**config.mk**
```make
export PLATFORM = sky130hd
export DESIGN_NAME = freq_bcd_counter
export DESIGN_NICKNAME = d
export VERILOG_FILES = /design/src/rtl/freq_pkg.sv /design/src/rtl/bcd_decade_counter.sv /design/src/rtl/freq_bcd_counter.sv
export SDC_FILE = /design/constraint.sdc
export NUM_CORES = 1
export LEC_CHECK = 0
export ABC_AREA = 0
export CORE_AREA = 2 2 89 91
export DETAILED_ROUTE_END_ITERATION = 16
export DIE_AREA = 0 0 91 93
export PLACE_DENSITY = 0.76
export SLEW_MARGIN = 20
export SYNTH_ARGS = -nofsm -noshare
export SYNTH_HDL_FRONTEND = slang
export SYNTH_HIERARCHICAL = 1
export SYNTH_SLANG_ARGS = --single-unit
```
**constraint.sdc**
```tcl
create_clock -name clk -period 5.84 [get_ports clk]
set_input_delay 0.876 -clock clk [delete_from_list [all_inputs] [get_ports clk]]
set_output_delay 0.876 -clock clk [all_outputs]
set_load 0.005 [all_outputs]
```
**src/rtl/freq_pkg.sv**
```systemverilog
// Shared constants and helpers for the TTL frequency counter front end.
package freq_pkg;

   localparam logic [3:0] BCD_DASH = 4'b1010;
   localparam logic [3:0] BCD_NINE = 4'd9;

   // Width of a counter that runs 0..n-1, never narrower than one bit.
   function automatic int cnt_width(input int n);
      return (n > 1) ? $clog2(n) : 1;
   endfunction

endpackage

```
**src/rtl/bcd_decade_counter.sv**
```systemverilog
// One decade of the BCD count chain: 0..9 with a combinational carry into the
// next decade, a window clear and an overflow hold.
module bcd_decade_counter
   import freq_pkg::*;
(
   input  logic       clk,
   input  logic       rst,
   input  logic       clr,
   input  logic       inc_in,
   input  logic       hold,
   output logic [3:0] digit,
   output logic       carry_out
);

   logic [3:0] digit_q;
   logic [3:0] digit_d;
   logic       at_nine_s;

   assign at_nine_s = (digit_q == BCD_NINE);

   // On clr the pending increment seeds the new window instead of being lost.
   always_comb begin
      digit_d = digit_q;
      if (clr) begin
         digit_d = inc_in ? 4'd1 : 4'd0;
      end else if (inc_in && !hold) begin
         digit_d = at_nine_s ? 4'd0 : digit_q + 4'd1;
      end else begin
         digit_d = digit_q;
      end
   end

   always_ff @(posedge clk) begin
      if (rst) begin
         digit_q <= 4'd0;
      end else begin
         digit_q <= digit_d;
      end
   end

   assign digit     = digit_q;
   // Carry ignores hold so the top decade's carry doubles as the overflow strobe.
   assign carry_out = inc_in & at_nine_s & ~clr;

endmodule

```
**src/rtl/freq_bcd_counter.sv**
```systemverilog
// Gated BCD frequency counter: counts sig_in rising edges per gate window,
// latches the result and scans the digits onto a single decoder code bus.
module freq_bcd_counter
   import freq_pkg::*;
#(
   parameter int NUM_DIGITS  = 4,
   parameter int GATE_CYCLES = 50000000,
   parameter int SCAN_CYCLES = 50000
) (
   input  logic                    clk,
   input  logic                    rst,
   input  logic                    sig_in,
   output logic [3:0]              bcd_digit,
   output logic [NUM_DIGITS-1:0]   digit_sel,
   output logic [4*NUM_DIGITS-1:0] bcd_all,
   output logic                    freq_valid,
   output logic                    overflow
);

   localparam int GW = cnt_width(GATE_CYCLES);
   localparam int SW = cnt_width(SCAN_CYCLES);
   localparam int IW = cnt_width(NUM_DIGITS);
   localparam int BW = 4 * NUM_DIGITS;
   localparam logic [GW-1:0]         GATE_LAST = GW'(GATE_CYCLES - 1);
   localparam logic [SW-1:0]         SCAN_LAST = SW'(SCAN_CYCLES - 1);
   localparam logic [IW-1:0]         IDX_LAST  = IW'(NUM_DIGITS - 1);
   localparam logic [BW-1:0]         DASH_ALL  = {NUM_DIGITS{BCD_DASH}};
   localparam logic [NUM_DIGITS-1:0] SEL_ONE   = {{(NUM_DIGITS-1){1'b0}}, 1'b1};

   logic                  sync1_q, sync2_q, sync_d_q;
   logic                  edge_s;
   logic [GW-1:0]         gate_q, gate_d;
   logic                  gate_end_s;
   logic [BW-1:0]         count_s;
   logic [NUM_DIGITS:0]   carry_s;
   logic                  hold_s;
   logic                  ovf_run_q, ovf_run_d;
   logic [BW-1:0]         bcd_all_q, bcd_all_d;
   logic                  overflow_q, overflow_d;
   logic                  valid_q, valid_d;
   logic [SW-1:0]         scan_q, scan_d;
   logic [IW-1:0]         idx_q, idx_d;
   logic [NUM_DIGITS-1:0] sel_q, sel_d;
   logic [3:0]            code_q, code_d;

   assign edge_s     = sync2_q & ~sync_d_q;
   assign gate_end_s = (gate_q == GATE_LAST);
   assign carry_s[0] = edge_s;
   assign hold_s     = ovf_run_q | carry_s[NUM_DIGITS];

   for (genvar k = 0; k < NUM_DIGITS; k++) begin : g_digit
      bcd_decade_counter u_digit (
         .clk       (clk),
         .rst       (rst),
         .clr       (gate_end_s),
         .inc_in    (carry_s[k]),
         .hold      (hold_s),
         .digit     (count_s[4*k +: 4]),
         .carry_out (carry_s[k+1])
      );
   end

   always_comb begin
      gate_d     = gate_end_s ? '0 : gate_q + GW'(1);
      ovf_run_d  = ovf_run_q;
      bcd_all_d  = bcd_all_q;
      overflow_d = overflow_q;
      valid_d    = valid_q;
      if (gate_end_s) begin
         ovf_run_d  = 1'b0;
         bcd_all_d  = ovf_run_q ? DASH_ALL : count_s;
         overflow_d = ovf_run_q;
         valid_d    = 1'b1;
      end else if (carry_s[NUM_DIGITS]) begin
         ovf_run_d  = 1'b1;
      end else begin
         ovf_run_d  = ovf_run_q;
      end
   end

   // Code and enable are registered from the same index so they switch together.
   always_comb begin
      scan_d = (scan_q == SCAN_LAST) ? '0 : scan_q + SW'(1);
      idx_d  = idx_q;
      if (scan_q == SCAN_LAST) begin
         idx_d = (idx_q == IDX_LAST) ? '0 : idx_q + IW'(1);
      end else begin
         idx_d = idx_q;
      end
      sel_d  = ~(SEL_ONE << idx_q);
      code_d = bcd_all_q[{idx_q, 2'b00} +: 4];
   end

   always_ff @(posedge clk) begin
      if (rst) begin
         sync1_q    <= 1'b0;
         sync2_q    <= 1'b0;
         sync_d_q   <= 1'b0;
         gate_q     <= '0;
         ovf_run_q  <= 1'b0;
         bcd_all_q  <= DASH_ALL;
         overflow_q <= 1'b0;
         valid_q    <= 1'b0;
         scan_q     <= '0;
         idx_q      <= '0;
         sel_q      <= ~SEL_ONE;
         code_q     <= BCD_DASH;
      end else begin
         sync1_q    <= sig_in;
         sync2_q    <= sync1_q;
         sync_d_q   <= sync2_q;
         gate_q     <= gate_d;
         ovf_run_q  <= ovf_run_d;
         bcd_all_q  <= bcd_all_d;
         overflow_q <= overflow_d;
         valid_q    <= valid_d;
         scan_q     <= scan_d;
         idx_q      <= idx_d;
         sel_q      <= sel_d;
         code_q     <= code_d;
      end
   end

   assign bcd_digit  = code_q;
   assign digit_sel  = sel_q;
   assign bcd_all    = bcd_all_q;
   assign freq_valid = valid_q;
   assign overflow   = overflow_q;

endmodule

```
# == After elaboration in Yosys (flattened, before gate mapping) ==
# Index checks and enable logic that the tools add are counted.
# classes
bitwise,13
eq_ne,7
n_mux,18
div,0
mul,0
reduce_logical,11
order_cmp,0
n_addsub,7
n_shift,2
# op_table
cell,n
two-way mux 4 bit,12
adder 26 x 1 -> 26 bit (second input constant),1
== test 26 bit (second input constant),1
adder 16 x 1 -> 16 bit (second input constant),1
adder 4 x 1 -> 4 bit (second input constant),4
== test 16 bit (second input constant),1
== test 4 bit (second input constant),4
two-way mux 16 bit,1
variable part select 16 x 5 -> 4 bit,1
bitwise AND 1 bit,9
nonzero test 2 bit,4
logical AND 1 bit,4
two-way mux 1 bit,4
NOT 4 bit,1
OR reduction 2 bit,2
<< shifter 1 x 2 -> 4 bit (first input constant),1
adder 2 x 1 -> 2 bit (second input constant),1
== test 2 bit (second input constant),1
two-way mux 2 bit,1
NOT 1 bit,2
zero test 1 bit,1
OR 1 bit,1
# totals
wordCells,74
inputBits,3
rom_bits,0
mem_count,0
out_inout_bits,26
mem_bits_rw,0
ff_bits,90
latchBits,0

# == Depth between registers and ports, before layout ==
# Gate-level depths: netlist (run 1).
# logic_depth
depth_word,15
mapped_depth,14
depth_no_buf,12

# == Cells and area by module ==
# The synthesis (run 1) kept the hierarchy.
# by_module_without_submodules
module,cells_each,seq_area_each_um2,area_per_inst_um2,instances
freq_bcd_counter,353,1481.4,3230.6,1
bcd_decade_counter,27,80.1,240.2,4

# == Worst setup path before layout (run 1) ==
# Ideal clock, no wire load.
# synth_timing
path_type,flip-flop to flip-flop
startpoint,reg gate_q[0]
endpoint,reg g_digit[0].u_digit.digit_q[3]
arrival_time_ns,4.146
period_less_slack_ns,4.237
path_stages_with_launch,15
setup_slack_ns,1.603
t_required_ns,5.748
path_buffers,2
setup_ns,0.092
cell_sequence,dfxtp_1 > ha_1 > and3_1 > clkbuf_1 > nand4_1 > clkbuf_1 > nor2_1 > and3b_2 > and3b_2 > and3b_2 > and3b_2 > or2_2 > nand2b_1 > or4b_1 > a311oi_1
# synth_via
elab_chain_len,13
# synth_rtl
element,line_no,rtl
from (decl),freq_bcd_counter.sv:32,"logic [GW-1:0] gate_q, gate_d;"
from (signal assigned),freq_bcd_counter.sv:112,gate_q <= gate_d;
== test 26 bit,freq_bcd_counter.sv:47,assign gate_end_s = (gate_q == GATE_LAST);
via gate_end_s,freq_bcd_counter.sv:33,logic gate_end_s;
NOT 1 bit,bcd_decade_counter.sv:43,assign carry_out = inc_in & at_nine_s & ~clr;
bitwise AND 1 bit,bcd_decade_counter.sv:43,
via carry_s[1],freq_bcd_counter.sv:35,logic [NUM_DIGITS:0] carry_s;
bitwise AND 1 bit (2 in series),bcd_decade_counter.sv:43,
via carry_s[2],freq_bcd_counter.sv:35,
bitwise AND 1 bit (2 in series),bcd_decade_counter.sv:43,
via carry_s[3],freq_bcd_counter.sv:35,
bitwise AND 1 bit (2 in series),bcd_decade_counter.sv:43,
via carry_s[4],freq_bcd_counter.sv:35,
OR 1 bit,freq_bcd_counter.sv:49,assign hold_s = ovf_run_q | carry_s[NUM_DIGITS];
via hold_s,freq_bcd_counter.sv:36,logic hold_s;
zero test 1 bit,bcd_decade_counter.sv:26,end else if (inc_in && !hold) begin
logical AND 1 bit,bcd_decade_counter.sv:26,
nonzero test 2 bit (no source line),n/a,
to (signal assigned),bcd_decade_counter.sv:37,digit_q <= digit_d;
to (decl),bcd_decade_counter.sv:15,logic [3:0] digit_q;
# The timed path passes the listed nets, and every way through them passes these cells.
# A chain may end at the register's enable or synchronous reset.

# == Final worst setup path (run 1) ==
# layout_timing
startpoint,reg gate_q[16]
endpoint,reg g_digit[2].u_digit.digit_q[3]
# layout_via
elab_chain_len,13
# layout_rtl
element,line_no
== test 26 bit,freq_bcd_counter.sv:47
via gate_end_s,freq_bcd_counter.sv:33
NOT 1 bit,bcd_decade_counter.sv:43
bitwise AND 1 bit,bcd_decade_counter.sv:43
via carry_s[1],freq_bcd_counter.sv:35
bitwise AND 1 bit (2 in series),bcd_decade_counter.sv:43
via carry_s[2],freq_bcd_counter.sv:35
bitwise AND 1 bit (2 in series),bcd_decade_counter.sv:43
via carry_s[3],freq_bcd_counter.sv:35
bitwise AND 1 bit (2 in series),bcd_decade_counter.sv:43
via carry_s[4],freq_bcd_counter.sv:35
OR 1 bit,freq_bcd_counter.sv:49
via hold_s,freq_bcd_counter.sv:36
zero test 1 bit,bcd_decade_counter.sv:26
logical AND 1 bit,bcd_decade_counter.sv:26
nonzero test 2 bit (no source line),n/a
to (signal assigned),bcd_decade_counter.sv:37
to (decl),bcd_decade_counter.sv:15
# The timed path passes the listed nets, and every way through them passes these cells.

==> results.sh, run 1 <==
export IMPL_yosys_warnings=6
export IMPL_tightest_slew_ps=756
export IMPL_numPortBuffers=28
export IMPL_wl_mm=8.62
export IMPL_ir_worst_vdd_mv=0.124
export IMPL_grt_max_degree=35
export IMPL_drt_first_pass_iters=4
export IMPL_register_area_um2=1800
export IMPL_r2r_slack_ps=1500
export IMPL_num_antenna_cells=0
export IMPL_drive_gt1_share_pct=8.40
export IMPL_cts_tree="yes"
export IMPL_place_congestion=0.839
export IMPL_total_power_mw=1.06
export IMPL_cap_violations=0
export IMPL_fin_skew_ps=12.5
export IMPL_hp_start="sync2_q"
export IMPL_ys_ff_latch=90
export IMPL_layout_common_cells="dfxtp_1, nor2_1, a21oi_1"
export IMPL_initial_core_util_pct=55.7
export IMPL_cts_setup_buffers=0
export IMPL_die_area_um2=8460
export IMPL_via_count=3403
export IMPL_antenna_found_initial=0
export IMPL_finalSetupTns_ps=0
export IMPL_hold_viol=0
export IMPL_final_nets=500
export IMPL_num_rows=32
export IMPL_path_class="reg2reg"
export IMPL_wire_per_inst_um=14.6
export IMPL_finalCritPeriodShare_pct=74.4
export IMPL_worstPathArrival_ps=4610
export IMPL_die_h_um=93
export IMPL_dp_final_hpwl_mm=5.99
export IMPL_clk_latency_ps=360
export IMPL_cts_max_level=3
export IMPL_maxSlewViolCount=0
export IMPL_detail_route_antenna_nets=0
export IMPL_period_minus_slack_ps=4340
export IMPL_syn_area_um2=4190
export IMPL_final_util_pct=62.9
export IMPL_reg2reg_to="g_digit[2].u_digit/digit[3]"
export IMPL_ctsResizeCount=0
export IMPL_worstSetupEndpointType="register"
export IMPL_drc_errors=0
export IMPL_track_usage_pct=21.6
export IMPL_startpoint_type="register"
export IMPL_cts_hold_buf=0
export IMPL_cp_startpoint="gate_q[16]"
export IMPL_endpoint="g_digit[2].u_digit/digit[3]"
export IMPL_via_per_inst=5.77
export IMPL_cts_buffer_depth=2
export IMPL_cts_root_buf="clkbuf_8"
export IMPL_die_x_um=91
export IMPL_crit_fanout=24
export IMPL_cp_required_ps=6110
export IMPL_synth_edf_count=0
export IMPL_power_density_nw_per_um2=223
export IMPL_syn_inst=461
export IMPL_drtIter0Drc=180
export IMPL_status="completed"
export IMPL_clkTransAtPathRegs_ps=100
export IMPL_grt_setup_unrepaired="false"
export IMPL_grt_pass1_vias=3128
export IMPL_cts_buffers=9
export IMPL_fmax_mhz=230
export IMPL_overflow=0
export IMPL_syn_nets=478
export IMPL_io_pins=29
export IMPL_worst_r2r_path_depth=12
export IMPL_avgSynthCellArea_um2=9.09
export IMPL_grt_pass1_wl_mm=14.9
export IMPL_dominantRegCellSynth="dfxtp_1"
export IMPL_final_common_cell="dfxtp_1"
export IMPL_yosys_cell_types_count=46
export IMPL_cts_sinks=90
export IMPL_r2r_start="gate_q[16]"
export IMPL_fillers=654
export IMPL_multi_input_area_um2=2260
export IMPL_synth_seq_area_share_pct=43.0
export IMPL_async_flop_share_pct=0
export IMPL_syn_to_final_growth_pct=13.0
export IMPL_p_leak_nw=1.60
export IMPL_slew_headroom_pct=49.4
export IMPL_setup_viol=0
export IMPL_hp_class="reg2reg"
export IMPL_core_region_area_um2=7530
-- how the worst min path moves through the flow --
stage	end	slack, ps	cells past startpoint
6_report	sync_d_q	470	1
3_3_place_gp	sync2_q	430	1
3_5_place_dp	sync_d_q	450	1
2_1_floorplan	sync2_q	410	1
5_1_grt	sync2_q	480	1
4_1_cts	sync_d_q	470	1
-- per-stage QoR --
step / worst slack, ps / std cells / instance area (um^2) / hold slack, ps
global placement: 1780 / 574 / 4540 / 430
finish: 1500 / 590 / 4740 / 467
detailed placement: 1620 / 574 / 4540 / 449
floorplan: 1600 / 461 / 4190 / 414
global route: 1130 / 590 / 4740 / 480
CTS: 1570 / 590 / 4730 / 469
-- cell families (layout without fill, tap and decap cells) --
kind of cell             after synthesis  after routing  synth area share, %
adder cells (fa/ha/maj)               14             14                 4.18
XOR/XNOR                              27             27                 5.64
flip-flops                            90             90                 43.0
multiplexers                           9              9                 3.34
AND/OR/NAND/NOR                      207            207                 29.4
AO/OA/AOI/OAI                         79             79                 11.3
buffers and inverters                 35             62                 3.19
-- report_power, final --
group | internal [mW] | switching (mW) | leakage [nW]
combinational | 0.00854 | 0.0139 | 0.772
sequential | 0.618 | 0.00492 | 0.727
clock | 0.166 | 0.245 | 0.0975
total | 0.793 | 0.264 | 1.60
-- flip-flops by register name, summed over array words and instances, names as in the netlist --
name                   count
bcd_all                   16
digit_sel                  4
sync_d_q                   1
bcd_digit                  4
ovf_run_q                  1
sync1_q                    1
gate_q                    26
sync2_q                    1
overflow                   1
idx_q                      2
scan_q                    16
g_digit.u_digit/digit     16
freq_valid                 1
-- worst max-delay path, stage by stage, from the launching register on --
cell and delay, ps:
dfxtp_1 390, nor4_1 390, nand4_1 670, nor2_1 270, buf_4 280, and3b_2 260
and3b_2 220, and3b_2 230, and3b_2 190, or2_2 330, nand2b_1 230, or4b_1 510
a311oi_1 270
-- routing by layer --
layer  wire (um)  GRT usage [%]
met3         254           3.95
met5           0              0
met4         104           7.20
met1        3870           27.3
met2        4390           37.3
-- cell usage after synthesis (4+ instances only) --
library cell | instances | area, um^2
nand4b_1 | 9 | 78.8
or4b_1 | 4 | 40.0
nor4_1 | 13 | 81.3
mux4_2 | 4 | 90.1
xor2_1 | 9 | 78.8
nand2b_1 | 8 | 50.1
and4_1 | 5 | 43.8
ha_1 | 14 | 175
and3_1 | 4 | 25.0
o21ai_0 | 18 | 90.1
or3_2 | 4 | 30.0
nor2b_1 | 7 | 43.8
clkbuf_1 | 15 | 56.3
or2_2 | 5 | 31.3
o21bai_1 | 8 | 60.1
a211oi_1 | 4 | 30.0
nand2_1 | 23 | 86.3
a311oi_1 | 4 | 35.0
or3_1 | 12 | 75.1
o31ai_1 | 4 | 30.0
inv_1 | 16 | 60.1
nor2_1 | 41 | 154
nand4_1 | 11 | 68.8
dfxtp_1 | 90 | 1800
and3b_2 | 4 | 40.0
and3b_1 | 4 | 35.0
mux2i_1 | 5 | 50.1
nor3_1 | 13 | 65.1
or4_1 | 8 | 60.1
xnor2_1 | 18 | 158
nand3b_1 | 8 | 60.1
a21oi_1 | 33 | 165
a31oi_1 | 4 | 25.0
nand3_1 | 18 | 90.1
-- area by class of cell --
cell class / count / share of cell area [%]
clock buffer: 9 / 2.62
clock inverter: 7 / 1.35
inverter: 16 / 1.27
multi-input combinational: 336 / 47.8
sequential: 90 / 38.0
tap: 102 / 2.69
timing repair buffer: 30 / 6.24
(Power assumes the default switching activity.)
==> inputs of run 2 (changes only) <==
==> constraint.sdc (replaced) <==
create_clock -name clk -period 4.1 [get_ports clk]
set_input_delay 0.615 -clock clk [delete_from_list [all_inputs] [get_ports clk]]
set_output_delay 0.615 -clock clk [all_outputs]
set_load 0.005 [all_outputs]
==> run 2 against run 1 <==
Compared with the run above: combinational power rose by 43%; sequential share of layout area fell by 0.18 points; sequential cell count did not move; non-clock buffer count rose by 2; critical path type unchanged; critical endpoint unchanged; largest cell class unchanged.
==> results.sh, run 2 (same netlist as run 1, synthesis figures left out) <==
export IMPL_fin_cells=592
export IMPL_fillers=656
export IMPL_grt_pass1_vias=3251
export IMPL_setup_viol=0
export IMPL_hp_class="reg2reg"
export IMPL_finalCritPeriodShare_pct=86.1
export IMPL_met2_usage_pct=37.1
export IMPL_io_pins=29
export IMPL_via_per_inst=5.80
export IMPL_place_inst=576
export IMPL_maxSlewViolCount=0
export IMPL_die_area_um2=8460
export IMPL_cts_buffers=9
export IMPL_tightest_slew_ps=1050
export IMPL_cp_required_ps=4360
export IMPL_hp_start="sync1_q"
export IMPL_syn_to_final_growth_pct=13.5
export IMPL_clkTransAtPathRegs_ps=100
export IMPL_use_met1_pct=25.3
export IMPL_dp_final_hpwl_mm=6.01
export IMPL_largest_register_ffs=26
export IMPL_grt_pass1_wl_mm=14.8
export IMPL_r2r_slack_ps=570
export IMPL_numPortBuffers=28
export IMPL_track_usage_pct=21.4
export IMPL_worstPathArrival_ps=3790
export IMPL_core_region_area_um2=7530
export IMPL_cp_startpoint="gate_q[16]"
export IMPL_slowest_delay_ps=500
export IMPL_cts_setup_buffers=0
export IMPL_overflow=0
export IMPL_cts_buffer_depth=2
export IMPL_grt_setup_unrepaired="false"
export IMPL_fmax_mhz=283
export IMPL_clk_latency_ps=360
export IMPL_cts_sinks=90
export IMPL_path_buf_inv=1
export IMPL_cts_max_level=3
export IMPL_whs_path_depth=1
export IMPL_power_density_nw_per_um2=323
export IMPL_ir_worst_vdd_mv=0.163
export IMPL_num_rows=32
export IMPL_final_nets=502
export IMPL_finalSetupTns_ps=0
export IMPL_cts_root_buf="clkbuf_8"
export IMPL_cpMostUsedCell="and3b_2"
export IMPL_fin_hold_ws_ps=448
export IMPL_antenna_found_initial=0
export IMPL_drt_first_pass_iters=4
export IMPL_total_power_mw=1.54
export IMPL_final_common_cell="dfxtp_1"
export IMPL_r2r_start="gate_q[16]"
export IMPL_crit_fanout=23
export IMPL_hold_viol=0
export IMPL_period_minus_slack_ps=3530
export IMPL_num_antenna_cells=0
export IMPL_ctsResizeCount=0
export IMPL_die_h_um=93
export IMPL_reg2reg_to="g_digit[2].u_digit/digit[3]"
export IMPL_cap_violations=0
export IMPL_drtIter0Drc=141
export IMPL_worstSetupEndpointType="register"
export IMPL_grt_max_degree=39
export IMPL_wl_mm=8.83
export IMPL_place_congestion=0.827
export IMPL_cts_tree="yes"
export IMPL_grt_met3_usage_pct=4.27
export IMPL_hold_end="sync2_q"
export IMPL_layout_common_cells="dfxtp_1, nor2_1, a21oi_1"
export IMPL_drive_gt1_share_pct=8.78
export IMPL_path_class="reg2reg"
export IMPL_slew_headroom_pct=29.9
export IMPL_dpl_instance_area_um2=4560
export IMPL_wire_per_inst_um=14.9
export IMPL_status="completed"
export IMPL_p_leak_nw=1.60
export IMPL_cp_num_cells=11
export IMPL_crit_family="simple AND/OR/NAND/NOR gates"
export IMPL_worst_r2r_path_depth=11
export IMPL_drc_errors=0
export IMPL_detail_route_antenna_nets=0
export IMPL_cp_slowest_cell="or4b_1"
export IMPL_finalInstanceArea_um2=4760
export IMPL_fin_skew_ps=15.3
export IMPL_die_x_um=91
export IMPL_startpoint_type="register"
export IMPL_largest_register="gate_q"
export IMPL_top_usage_layer="met2"
export IMPL_cts_hold_buf=0
export IMPL_initial_core_util_pct=55.7
export IMPL_via_count=3431
export IMPL_cp_cell_sequence="nor4_1, nand4_1, nor2_2, buf_4, and3b_2, and3b_2, and3b_2, or2_2, nand2b_1, or4b_1, a311oi_1"
run 2: worst max-delay path by stage:
stage / endpoint / slack (ps)
2_1_floorplan: g_digit[0].u_digit/digit[3] / 110
3_3_place_gp: g_digit[0].u_digit/digit[3] / 780
3_5_place_dp: g_digit[2].u_digit/digit[3] / 610
4_1_cts: g_digit[2].u_digit/digit[3] / 600
5_1_grt: g_digit[3].u_digit/digit[3] / 300
6_report: g_digit[2].u_digit/digit[3] / 570
run 2: worst register-to-register path: cells and delay by family, from the launching register on:
family,cells,cell delay [ps]
AO/OA/AOI/OAI,1,280
buffers and inverters,1,260
flip-flops,1,390
AND/OR/NAND/NOR,9,2510
run 2: report_power, final:
group	total [mW]	switching, mW	leakage [nW]	internal [mW]
Clock	0.619	0.331	0.0910	0.288
Sequential	0.888	0.00750	0.727	0.880
Combinational	0.0321	0.0203	0.780	0.0119
Total	1.54	0.359	1.60	1.18
run 2: per-layer routing:
| metal | share of wire [%] | wire length (um) | vias to the layer above |
|---|---|---|---|
| met2 | 50 | 4440 | 66 |
| met4 | 1.8 | 158 | 0 |
| met5 | 0 | 0 | - |
| met1 | 44 | 3900 | 1632 |
| met3 | 3.7 | 323 | 13 |
| li1 | - | - | 1720 |
run 2: stage by stage:
step	setup WS, ps	utilization [%]
floorplan	109	-
global placement	776	60.6
detailed placement	610	60.6
CTS	597	63.2
global route	304	63.2
finish	572	63.2
run 2: final cells by class:
cell class	instances	area, um^2	share of cell area (%)
inverters	16	60.1	1.26
multi-input cells	336	2260	47.5
clock inverters	6	72.6	1.53
clock buffers	10	128	2.68
well taps	102	128	2.68
flip-flops and latches	90	1800	37.9
repair buffers	32	310	6.52
==> inputs of run 3 (changes only) <==
--- a/config.mk
+++ b/config.mk
@@ -6,12 +6,11 @@
 export NUM_CORES = 1
 export LEC_CHECK = 0
 export ABC_AREA = 0
-export CORE_AREA = 2 2 89 91
+export CORE_AREA = 2 2 86 88
 export DETAILED_ROUTE_END_ITERATION = 16
-export DIE_AREA = 0 0 91 93
-export PLACE_DENSITY = 0.76
+export DIE_AREA = 0 0 88 90
+export PLACE_DENSITY = 0.78
 export SLEW_MARGIN = 20
 export SYNTH_ARGS = -nofsm -noshare
 export SYNTH_HDL_FRONTEND = slang
-export SYNTH_HIERARCHICAL = 1
 export SYNTH_SLANG_ARGS = --single-unit
==> run 3 against run 2 <==
Compared with the run above: first-iteration DRC count is 2.1% lower; clock skew is 3.8 ps lower; worst hold slack better by 3.5 ps; largest cell class unchanged.
==> results.sh, run 3 <==
export IMPL_clk_latency_ps=360
export IMPL_cp_required_ps=4400
export IMPL_via_count=2998
export IMPL_crit_family="simple AND/OR/NAND/NOR gates"
export IMPL_yosys_warnings=0
export IMPL_drt_first_pass_iters=4
export IMPL_syn_nets=434
export IMPL_grt_pass1_wl_mm=13.0
export IMPL_synth_seq_area_share_pct=45.2
export IMPL_p_int_mw=1.25
export IMPL_final_common_cell="dfxtp_1"
export IMPL_num_antenna_cells=0
export IMPL_hp_class="reg2reg"
export IMPL_slew_headroom_pct=50.9
export IMPL_cts_sinks=90
export IMPL_layout_common_cells="dfxtp_1, nor2_1, clkdlybuf4s50_1"
export IMPL_cts_tree="yes"
export IMPL_drtIter0Drc=138
export IMPL_syn_area_um2=3990
export IMPL_io_pins=29
export IMPL_antenna_found_initial=0
export IMPL_ys_ff_latch=90
export IMPL_ys_top_cells_by_area="dfxtp_1, xnor2_1, nor2_1, ha_1, xor2_1"
export IMPL_r2r_slack_ps=1540
export IMPL_avgSynthCellArea_um2=9.57
export IMPL_ys_top_cells_by_count="dfxtp_1, nor2_1, xnor2_1"
export IMPL_drc_errors=0
export IMPL_fin_cells=545
export IMPL_dp_final_hpwl_mm=5.52
export IMPL_worstSetupEndpointType="register"
export IMPL_worst_r2r_path_depth=7
export IMPL_hold_viol=0
export IMPL_fmax_mhz=390
export IMPL_fin_hold_ws_ps=452
export IMPL_num_rows=31
export IMPL_cts_buffers=9
export IMPL_wl_mm=7.58
export IMPL_combPwrFrac_pct=2.2
export IMPL_hp_start="gate_q[0]"
export IMPL_setup_viol=0
export IMPL_dominantRegCellSynth="dfxtp_1"
export IMPL_yosysTopAreaCellShare_pct=45.2
export IMPL_grt_max_degree=36
export IMPL_overflow=0
export IMPL_path_buf_inv=1
export IMPL_whs_path_depth=1
export IMPL_finalCritPeriodShare_pct=62.5
export IMPL_grt_pass1_vias=2750
export IMPL_crit_fanout=35
export IMPL_track_usage_pct=20.6
export IMPL_power_share_clock_pct=42.1
export IMPL_startpoint_type="register"
export IMPL_period_minus_slack_ps=2560
export IMPL_ir_worst_vdd_mv=0.250
export IMPL_yosys_cell_types_count=52
export IMPL_p_sw_uw=348
export IMPL_seq_power_share_pct=55.7
export IMPL_fillers=563
export IMPL_cp_cell_sequence="ha_1, nand3_1, nor3b_1, nand2_4, nand2b_1, buf_4, o22a_1"
export IMPL_grt_setup_unrepaired="false"
export IMPL_status="completed"
export IMPL_drive_gt1_share_pct=8.30
export IMPL_worstPathArrival_ps=2870
export IMPL_core_region_area_um2=7020
export IMPL_finalSetupTns_ps=0
export IMPL_largest_register_ffs=26
export IMPL_largest_register="gate_q"
export IMPL_die_x_um=88
export IMPL_via_per_inst=5.50
export IMPL_syn_to_final_growth_pct=13.8
export IMPL_yosysMostFrequentCell="dfxtp_1"
export IMPL_initial_core_util_pct=56.8
export IMPL_slowest_delay_ps=630
export IMPL_power_density_nw_per_um2=351
export IMPL_cap_violations=0
export IMPL_place_congestion=0.893
export IMPL_synth_edf_count=0
export IMPL_maxSlewViolCount=0
export IMPL_ctsResizeCount=0
export IMPL_detail_route_antenna_nets=0
export IMPL_fin_skew_ps=11.5
export IMPL_wire_per_inst_um=13.9
export IMPL_yosysTopAreaCell="dfxtp_1"
export IMPL_reg2reg_to="bcd_all[15]"
export IMPL_cts_hold_buf=0
export IMPL_cts_setup_buffers=0
export IMPL_clkTransAtPathRegs_ps=90
export IMPL_syn_inst=417
export IMPL_die_area_um2=7920
export IMPL_cts_buffer_depth=2
export IMPL_cts_max_level=3
export IMPL_p_leak_nw=1.58
export IMPL_die_h_um=90
export IMPL_hold_end="gate_q[0]"
export IMPL_p_sw_share_pct=21.8
export IMPL_numPortBuffers=28
export IMPL_place_inst=529
export IMPL_final_nets=458
export IMPL_async_flop_share_pct=0
export IMPL_cp_slowest_cell="nor3b_1"
export IMPL_cts_root_buf="clkbuf_8"
export IMPL_r2r_start="gate_q[0]"
export IMPL_path_class="reg2reg"
export IMPL_tightest_slew_ps=736
## run 3: worst max-delay path by stage
stage                          start     endpoint  slack, ps  depth (start not counted)
after CTS                  gate_q[0]  bcd_all[15]       1520                          7
after global routing       gate_q[0]   gate_q[10]       1350                          7
after detailed placement   gate_q[0]  bcd_all[15]       1540                          7
after floorplan           gate_q[16]  bcd_all[11]       2080                          5
final                      gate_q[0]  bcd_all[15]       1540                          7
after global placement     gate_q[0]  bcd_all[11]       1620                          7
## run 3: worst reg2reg max path: stages, from the launching register on
cell	delay, ps
dfxtp_1	360
ha_1	230
nand3_1	130
nor3b_1	630
nand2_4	170
nand2b_1	360
buf_4	420
o22a_1	200
## run 3: cells by family (layout without fill, tap and decap cells)
family                   after synthesis  count (layout)  synth area share [%]
AO/OA/AOI/OAI                         49              49                  9.47
AND/OR/NAND/NOR                      188             188                  25.9
XOR/XNOR                              40              40                  8.78
adder cells (fa/ha/maj)               14              14                  4.39
multiplexers                           6               6                  2.76
flip-flops                            90              90                  45.2
buffers and inverters                 30              59                  3.54
## run 3: metrics by stage
stage | setup slack (ps) | power, mW | area (um^2) | util (%)
2_1_floorplan | 2080 | 0.936 | 3990 | -
3_3_place_gp | 1620 | 0.943 | 4320 | 61.5
3_5_place_dp | 1540 | 0.944 | 4320 | 61.5
4_1_cts | 1520 | 1.61 | 4540 | 64.7
5_1_grt | 1350 | 1.65 | 4540 | 64.7
6_report | 1540 | 1.59 | 4540 | 64.7
## run 3: area by class of cell
| class | count | area [um^2] | share of cell area, % |
|---|---|---|---|
| sequential | 90 | 1800 | 39.7 |
| inverter | 13 | 48.8 | 1.07 |
| tap | 99 | 124 | 2.73 |
| clock inverter | 6 | 97.6 | 2.15 |
| clock buffer | 10 | 128 | 2.81 |
| timing repair buffer | 30 | 295 | 6.50 |
| multi-input combinational | 297 | 2050 | 45.1 |
## run 3: routing by layer
layer | routed length, um | up-vias | track usage, %
met3 | 344 | 10 | 5.33
li1 | - | 1506 | -
met1 | 3470 | 1410 | 27.1
met5 | 0 | - | 0
met4 | 119 | 0 | 7.18
met2 | 3640 | 72 | 32.6
## run 3: power groups by stage
stage / clock [mW] / sequential, mW / combinational, mW
6_report: 0.671 / 0.888 / 0.0355
5_1_grt: 0.716 / 0.889 / 0.0404
4_1_cts: 0.683 / 0.888 / 0.0360
3_5_place_dp: 0 / 0.908 / 0.0360
3_3_place_gp: 0 / 0.908 / 0.0350
2_1_floorplan: 0 / 0.906 / 0.0297
